[src/rtl/pulse_qualifier_mc_if.sv]
// Pulse qualifier bus: per-channel pulse inputs, shared config, and
// per-channel strobes/widths. master = stimulus side, slave = qualifier.
interface pulse_qualifier_mc_if #(
  parameter int CH = 4,
  parameter int CW = 8
);
  logic [CH-1:0]    signal;
  logic             mode;
  logic [CW-1:0]    min_len;
  logic [CW-1:0]    max_len;
  logic [CH-1:0]    valid;
  logic [CH-1:0]    short_err;
  logic [CH-1:0]    long_err;
  logic [CH*CW-1:0] width_out;

  modport master (
    output signal, mode, min_len, max_len,
    input  valid, short_err, long_err, width_out
  );

  modport slave (
    input  signal, mode, min_len, max_len,
    output valid, short_err, long_err, width_out
  );
endinterface

[src/rtl/pulse_qualifier_mc.sv]
// Multi-channel pulse-width qualifier (EARLY / WINDOW modes).
// Ports: clk, rst (sync, active high); bus (slave): signal, mode,
// min_len, max_len in; valid, short_err, long_err, width_out out.
module pulse_qualifier_mc #(
  parameter int CH = 4,
  parameter int CW = 8
) (
  input logic                 clk,
  input logic                 rst,
  pulse_qualifier_mc_if.slave bus
);

  typedef enum logic [1:0] {
    IDLE = 2'd0,
    MEAS = 2'd1,
    LOCK = 2'd2
  } st_e;

  localparam logic [CW-1:0] ONES = '1;
  localparam logic [CW-1:0] ONE  = CW'(1);

  logic [CW-1:0] min_in;
  logic [CH-1:0] valid_v;
  logic [CH-1:0] serr_v;
  logic [CH-1:0] lerr_v;

  // A zero minimum means "any pulse qualifies", i.e. one sample.
  assign min_in = (bus.min_len == '0) ? ONE : bus.min_len;

  for (genvar i = 0; i < CH; i++) begin : g_ch
    st_e           st_q, st_d;
    logic [CW-1:0] cnt_q, cnt_d;
    logic          prev_q, prev_d;
    logic          mode_q, mode_d;
    logic [CW-1:0] min_q, min_d;
    logic [CW-1:0] max_q, max_d;
    logic          vld_q, vld_d;
    logic          se_q, se_d;
    logic          le_q, le_d;
    logic [CW-1:0] wid_q, wid_d;
    logic [CW-1:0] inc;
    logic          sig;

    assign sig = bus.signal[i];
    assign inc = (cnt_q == ONES) ? cnt_q : cnt_q + ONE;

    always_ff @(posedge clk) begin
      if (rst) begin
        st_q   <= IDLE;
        cnt_q  <= '0;
        prev_q <= 1'b1;
        mode_q <= 1'b0;
        min_q  <= '0;
        max_q  <= '0;
        vld_q  <= 1'b0;
        se_q   <= 1'b0;
        le_q   <= 1'b0;
        wid_q  <= '0;
      end else begin
        st_q   <= st_d;
        cnt_q  <= cnt_d;
        prev_q <= prev_d;
        mode_q <= mode_d;
        min_q  <= min_d;
        max_q  <= max_d;
        vld_q  <= vld_d;
        se_q   <= se_d;
        le_q   <= le_d;
        wid_q  <= wid_d;
      end
    end

    always_comb begin
      st_d   = st_q;
      cnt_d  = cnt_q;
      prev_d = sig;
      mode_d = mode_q;
      min_d  = min_q;
      max_d  = max_q;
      vld_d  = 1'b0;
      se_d   = 1'b0;
      le_d   = 1'b0;
      wid_d  = wid_q;
      unique case (st_q)
        IDLE: begin
          if (sig && !prev_q) begin
            cnt_d  = ONE;
            mode_d = bus.mode;
            min_d  = min_in;
            max_d  = bus.max_len;
            st_d   = MEAS;
            if (!bus.mode && min_in == ONE) begin
              vld_d = 1'b1;
              wid_d = ONE;
            end
          end
        end
        MEAS: begin
          if (sig) begin
            cnt_d = inc;
            if (!mode_q) begin
              // Saturated count must not re-hit min.
              if (cnt_q != ONES && inc == min_q) begin
                vld_d = 1'b1;
                wid_d = min_q;
              end
            end else if (max_q != ONES && cnt_q >= max_q) begin
              le_d = 1'b1;
              st_d = LOCK;
            end
          end else begin
            st_d = IDLE;
            if (mode_q) begin
              if (cnt_q < min_q) begin
                se_d = 1'b1;
              end else if (cnt_q <= max_q) begin
                vld_d = 1'b1;
                wid_d = cnt_q;
              end
            end
          end
        end
        LOCK: begin
          if (!sig) st_d = IDLE;
        end
        default: st_d = IDLE;
      endcase
    end

    assign valid_v[i] = vld_q;
    assign serr_v[i]  = se_q;
    assign lerr_v[i]  = le_q;
    assign bus.width_out[i*CW +: CW] = wid_q;
  end

  assign bus.valid     = valid_v;
  assign bus.short_err = serr_v;
  assign bus.long_err  = lerr_v;

endmodule

[src/flat_wrapper.sv]
// flat-port wrapper written by rule: the top's interface ports become plain ports
module pulse_qualifier_mc_flat 
#(
  parameter int CH = 4,
  parameter int CW = 8
)
  (clk, rst, bus_signal, bus_mode, bus_min_len, bus_max_len, bus_valid, bus_short_err, bus_long_err, bus_width_out);
  pulse_qualifier_mc_if #(.CH(CH), .CW(CW)) bus_i ();
  input logic clk;
  input logic rst;
  input wire logic [$bits(bus_i.signal)-1:0] bus_signal;
  input wire logic [$bits(bus_i.mode)-1:0] bus_mode;
  input wire logic [$bits(bus_i.min_len)-1:0] bus_min_len;
  input wire logic [$bits(bus_i.max_len)-1:0] bus_max_len;
  output wire logic [$bits(bus_i.valid)-1:0] bus_valid;
  output wire logic [$bits(bus_i.short_err)-1:0] bus_short_err;
  output wire logic [$bits(bus_i.long_err)-1:0] bus_long_err;
  output wire logic [$bits(bus_i.width_out)-1:0] bus_width_out;
  assign bus_i.signal = bus_signal;
  assign bus_i.mode = bus_mode;
  assign bus_i.min_len = bus_min_len;
  assign bus_i.max_len = bus_max_len;
  assign bus_valid = bus_i.valid;
  assign bus_short_err = bus_i.short_err;
  assign bus_long_err = bus_i.long_err;
  assign bus_width_out = bus_i.width_out;
  pulse_qualifier_mc #(.CH(CH), .CW(CW)) u_core (.clk(clk), .rst(rst), .bus(bus_i));
endmodule
[config.mk]
export PLATFORM = sky130hd
export DESIGN_NAME = pulse_qualifier_mc_flat
export DESIGN_NICKNAME = d
export VERILOG_FILES = /design/src/rtl/pulse_qualifier_mc_if.sv /design/src/rtl/pulse_qualifier_mc.sv /design/src/flat_wrapper.sv
export SDC_FILE = /design/constraint.sdc
export NUM_CORES = 1
export LEC_CHECK = 0
export CORE_ASPECT_RATIO = 1.75
export CORE_MARGIN = 2
export CORE_UTILIZATION = 35
export CTS_CLUSTER_DIAMETER = 100
export DETAILED_ROUTE_END_ITERATION = 12
export DONT_BUFFER_PORTS = 1
export SYNTH_ARGS = -nofsm -noshare
export SYNTH_HDL_FRONTEND = slang
export SYNTH_SLANG_ARGS = --single-unit
[constraint.sdc]
create_clock -name clk -period 3.6 [get_ports clk]
set_input_delay 0.54 -clock clk [delete_from_list [all_inputs] [get_ports clk]]
set_output_delay 0.54 -clock clk [all_outputs]
set_load 0.02 [all_outputs]
Word-level counts from Yosys, hierarchy flattened

Cells that the tools add are included.

Bits in registers: 156
Input bits: 23
Output and inout port bits: 44
Logic and storage cells: 303

Add/subtract/negate cells: 4
$lt $le $gt $ge: 12
Equal/unequal tests: 69
Mux-type cells: 115
Bitwise operators: 12
Reductions and logical operators: 51

Operators with widths:

| operator            | count |
|---|---|
| $mux 8              | 42 |
| $pmux 8 s2          | 8 |
| $ne 8x8->1 const B  | 8 |
| $ne 3x2->1 const B  | 16 |
| $mux 2              | 20 |
| $mux 1              | 37 |
| $add 8x1->8 const B | 4 |
| $eq 8x8->1          | 4 |
| $eq 8x8->1 const B  | 4 |
| $ge 8x8->1          | 4 |
| $le 8x8->1          | 4 |
| $lt 8x8->1          | 4 |
| $reduce_and 8->1    | 4 |
| $reduce_or 4->1     | 8 |
| $ne 3x3->1 const B  | 8 |
| $pmux 2 s3          | 4 |
| $ne 2x1->1 const B  | 8 |
| $ne 2x2->1 const B  | 8 |
| $reduce_and 4->1    | 4 |
| $logic_and 1x1->1   | 13 |
| $ne 3x1->1 const B  | 4 |
| $not 1->1           | 12 |
| $reduce_and 3->1    | 4 |
| $eq 2x1->1 const B  | 4 |
| other kinds (8)     | 27 |

Longest topological paths before layout

Depth after elaboration: 8
Mapped depth: 12
Depth with buffers taken out: 10

Least setup slack after synthesis

OpenSTA, ideal clock, no wires.

Path type: register to register
Start point: register u_core.g_ch[2].cnt_q[1]
End point: register u_core.g_ch[2].wid_q[6]
Library setup time: 0.070 ns
Arrival time: 2.536 ns
Required time: 3.530 ns
Slack: 0.994 ns
Cell stages (with the launch flop): 12
Path buffers: 2
Period minus slack after synthesis: 2.606 ns
Cells stage by stage: dfxtp_1 > ha_1 > buf_6 > and4_1 > a21oi_1 > xnor2_1 > o2111ai_1 > o41ai_2 > o311ai_2 > buf_6 > or3_1 > a21oi_1

Longest elaborated chain between the ends: 6
Elaborated cells on any way between the ends: 12
Those cells by class: add/sub (1); order compare (2); eq/ne (6); mux (1); reduce/logical (2)

RTL lines:

| item                                      | line                      | source |
|---|---|---|
| from (decl)                               | pulse_qualifier_mc.sv:32  | `logic [CW-1:0] cnt_q, cnt_d;` |
| from (signal assigned)                    | pulse_qualifier_mc.sv:61  | `cnt_q <= cnt_d;` |
| $add 8x1->8 or $eq 8x8->1 (tied branches) | pulse_qualifier_mc.sv:45  | `assign inc = (cnt_q == ONES) ? cnt_q : cnt_q + ONE;` |
| $mux 8                                    | pulse_qualifier_mc.sv:45  |  |
| $eq 8x8->1                                | pulse_qualifier_mc.sv:103 | `if (cnt_q != ONES && inc == min_q) begin` |
| $logic_and 1x1->1                         | pulse_qualifier_mc.sv:103 |  |
| $ne 3x1->1 (no source line)               | --                        |  |
| $reduce_and 8->1 (no source line) (*)     | --                        |  |
| to (signal assigned)                      | pulse_qualifier_mc.sv:69  | `wid_q <= wid_d;` |
| to (decl)                                 | pulse_qualifier_mc.sv:40  | `logic [CW-1:0] wid_q, wid_d;` |

Mark *: on every way between the ends. The rest lies on a longest branch, timed or not.
A chain may end at the register's enable or synchronous reset.

Final worst setup path

Start point: register u_core.g_ch[2].cnt_q[1]
End point: register u_core.g_ch[2].wid_q[7]

Same word-level chain as after synthesis.

==> metrics.yaml <==
power_and_ir_drop:
  power_mw: 3.96
  p_leak_nw: 3.49
  power.net_switching_mw: 1.02
  powerDensity_nw_per_um2: 404
  power.internal_mw: 2.93
  switching_share_pct: 25.9
  power_frac_comb_pct: 6.8
  ir_drop_mv: 0.366
  power.share.sequential_pct: 45.6
  clkPwrFrac_pct: 47.6
drt:
  via_per_inst: 5.54
  vias: 7899
  wl_um: 25100
  drc: 0
  first_pass_iters: 5
  wl_per_cell_um: 17.6
  drtAntennaViolNets: 0
  drt-initial-drc-count: 608
logic_synthesis:
  yosys.area.top_type_share_pct: 34.3
  synth_edf_count: 0
  syn_nets: 1228
  avgSynthCellArea_um2: 7.98
  yosys.cell_types.count: 69
  synth_ff_type: "dfxtp_1"
  synth_top_area_cell: "dfxtp_1"
  ys_ff_latch: 156
  ys_warn_count: 0
  synth_area_leaders: "dfxtp_1 (34%), ha_1 (8.8%), nand2_1 (7.8%), a21oi_1 (6.5%), mux2i_1 (4.0%)"
  synth_area_um2: 9100
  synthCells: 1141
  ys_seq_area_share_pct: 34.3
  synthArstFlopShare_pct: 0
place:
  numPortBuffers: 0
  routabilityCongestion: 0.884
  dpl.hpwl_um: 18200
clock_network:
  ctsHoldBuffers: 0
  cts.sinks: 156
  cts-root-buf: "clkbuf_16"
  clk_pin_slew_ps: 70
  h-tree-depth: 4
  cts_setup_buffers: 0
  cts_tree: "done"
  cts_max_path_buffers: 2
  cts-resized-gates: 0
  cts_buffers: 17
  clk_latency_ps: 440
die:
  rows: 78
  initial_core_util_pct: 35.3
  die_w_um: 126
  die_h_um: 217
  die_area_um2: 27400
  coreArea_um2: 25800
  ioPinCount: 67
grt:
  grt_pass1_wl_um: 40100
  grt_max_degree: 147
  track_usage_pct: 18.4
  grt_pass1_vias: 7409
  overflow: 0
  antenna_found_initial: 0
finish:
  diodes: 0
  nets: 1180
  drive_gt1_share_pct: 6.51
  area_growth_syn_to_layout_pct: 7.75
  fillCellCount: 2663
sta:
  period_share_pct: 90.2
  hold_violations: 0
  worstMarginPinSlew_ps: 955
  slew_headroom_pct: 36.2
  tns_ps: 0
  fmax_mhz: 308
  rsz0062_at_grt: "no"
  setup_viol: 0
  layout_min_cycle_time_ps: 3250
  report.final.slew_viol_count: 0
  skew_ps: 9.83
flow_run:
  drv_cap: 0
critical_path:
  endpoint: "u_core.g_ch[2].wid_q[7]$_SDFFE_PP0P_"
  arrival_ps: 3620
  rr_startpoint: "u_core.g_ch[2].cnt_q[1]$_SDFFE_PP0P_"
  critPathRequiredTime_ps: 3970
  crit_fanout: 16
  critical_path_class: "reg -> reg"
  r2r_slack_ps: 350
  worstSetupStartpoint: "u_core.g_ch[2].cnt_q[1]$_SDFFE_PP0P_"
  critPathLaunchType: "register"
  crit_path_end_kind: "register"
  r2r-end: "u_core.g_ch[2].wid_q[7]$_SDFFE_PP0P_"
  r2r_cells: 9
run_status:
  outcome: "finished clean"
hold_path:
  hold_path_class: "in -> reg"
## logic make-up (layout without fill, tap and decap cells)
kind of cell / Yosys count / after routing / synth area share, %
simple gates: 451 / 451 / 24.3
compound gates: 245 / 245 / 16.9
flops: 156 / 156 / 34.3
buf+inv: 142 / 107 / 6.96
fa+ha+maj: 64 / 64 / 8.80
mux: 48 / 48 / 5.44
xor+xnor: 35 / 35 / 3.37
## metrics by stage
step	cell area, um2	instances	setup slack [ps]	hold slack (ps)	utilization (%)
6_report	9810	1426	352	177	38.1
5_1_grt	9810	1426	67.1	146	38.1
4_1_cts	9810	1426	363	145	38.1
3_5_place_dp	9200	1394	415	461	35.7
3_3_place_gp	9200	1394	535	456	35.7
2_1_floorplan	9100	1141	994	446	-
## sequential cells by signal, indices dropped and copies added, names as in the netlist
| name | cells |
|---|---|
| u_core.g_ch.cnt_q | 32 |
| u_core.g_ch.le_q | 4 |
| u_core.g_ch.max_q | 32 |
| u_core.g_ch.min_q | 32 |
| u_core.g_ch.mode_q | 4 |
| u_core.g_ch.prev_q | 4 |
| u_core.g_ch.se_q | 4 |
| u_core.g_ch.st_q | 8 |
| u_core.g_ch.vld_q | 4 |
| u_core.g_ch.wid_q | 32 |
## worst max-delay path: stages, from the launching register on
cell and delay [ps]:
dfxtp_1 490, ha_1 460, nand3_2 230, o21ai_2 330, xnor2_1 170, o2111ai_1 150, o41ai_2 370, o311ai_2 370
or3_1 450, a21oi_1 150
## power groups by stage
stage	Combinational, mW	Clock (mW)	Sequential (mW)
floorplan	0.248	0	1.83
global placement	0.262	0	1.84
detailed placement	0.266	0	1.84
CTS	0.268	1.92	1.80
global route	0.302	1.99	1.81
finish	0.267	1.88	1.81
## how the worst min path moves through the flow
stage / from / endpoint / cells past startpoint
floorplan: u_core.g_ch[1].min_q[4]$_SDFFE_PP0P_ / u_core.g_ch[1].min_q[4]$_SDFFE_PP0P_ / 2
global placement: u_core.g_ch[3].max_q[6]$_SDFFE_PP0P_ / u_core.g_ch[3].max_q[6]$_SDFFE_PP0P_ / 2
detailed placement: u_core.g_ch[0].max_q[2]$_SDFFE_PP0P_ / u_core.g_ch[0].max_q[2]$_SDFFE_PP0P_ / 2
CTS: rst / u_core.g_ch[1].vld_q$_SDFF_PP0_ / 1
global route: rst / u_core.g_ch[1].vld_q$_SDFF_PP0_ / 1
finish: rst / u_core.g_ch[1].vld_q$_SDFF_PP0_ / 1
## cell type report
cell class	instances	area [um2]	share of cell area, %
well taps	320	400	4.08
clock inverters	14	173	1.76
clock buffers	18	429	4.38
flip-flops and latches	156	3120	31.8
multi-input cells	843	5370	54.7
repair buffers	9	67.6	0.689
inverters	66	248	2.53
## cell usage after synthesis, types with 4 or more instances
cell type	instances
nand2_1	189
buf_6	4
nand2b_1	21
and4_1	6
nand4_1	22
mux2_2	12
o211ai_1	8
buf_4	17
inv_1	66
or3_1	10
nor3_1	31
nor4_1	15
nand4b_1	7
mux2i_1	36
a21o_1	4
and3_1	10
o21a_1	6
nand3_1	28
a22oi_1	6
clkbuf_1	47
nor2b_1	17
ha_1	64
and2_1	6
xor2_1	9
xnor2_1	26
o31ai_1	17
a211oi_1	12
o21ai_0	30
nor2_1	65
o21bai_1	4
a31oi_1	8
dfxtp_1	156
buf_2	5
a21oi_1	118
or2_2	4
a311oi_1	8
## placed cells by master (no fill, tap or decap), types with 10 or more instances in the layout
cell / synthesis / layout
nand4_1: 22 / 22
o21ai_0: 30 / 30
nor4_1: 15 / 13
clkbuf_16: 0 / 17
nand2b_1: 21 / 21
nor3_1: 31 / 31
a211oi_1: 12 / 12
a21oi_1: 118 / 118
xnor2_1: 26 / 26
and3_1: 10 / 10
mux2_2: 12 / 12
o31ai_1: 17 / 17
inv_1: 66 / 66
ha_1: 64 / 64
nand2_1: 189 / 189
or3_1: 10 / 10
nor2_1: 65 / 65
nor2b_1: 17 / 17
nand3_1: 28 / 28
dfxtp_1: 156 / 156
mux2i_1: 36 / 36
## layer usage
layer / wire length, um / vias to the layer above / part of all wire, % / track usage (%)
li1: - / 3906 / - / -
met1: 9920 / 3696 / 40 / 20.4
met2: 12800 / 236 / 51 / 32.7
met3: 1310 / 61 / 5.2 / 4.35
met4: 1060 / 0 / 4.2 / 8.97
met5: 0 / - / 0 / 0
Note: power is estimated with default switching activity, not from simulation.
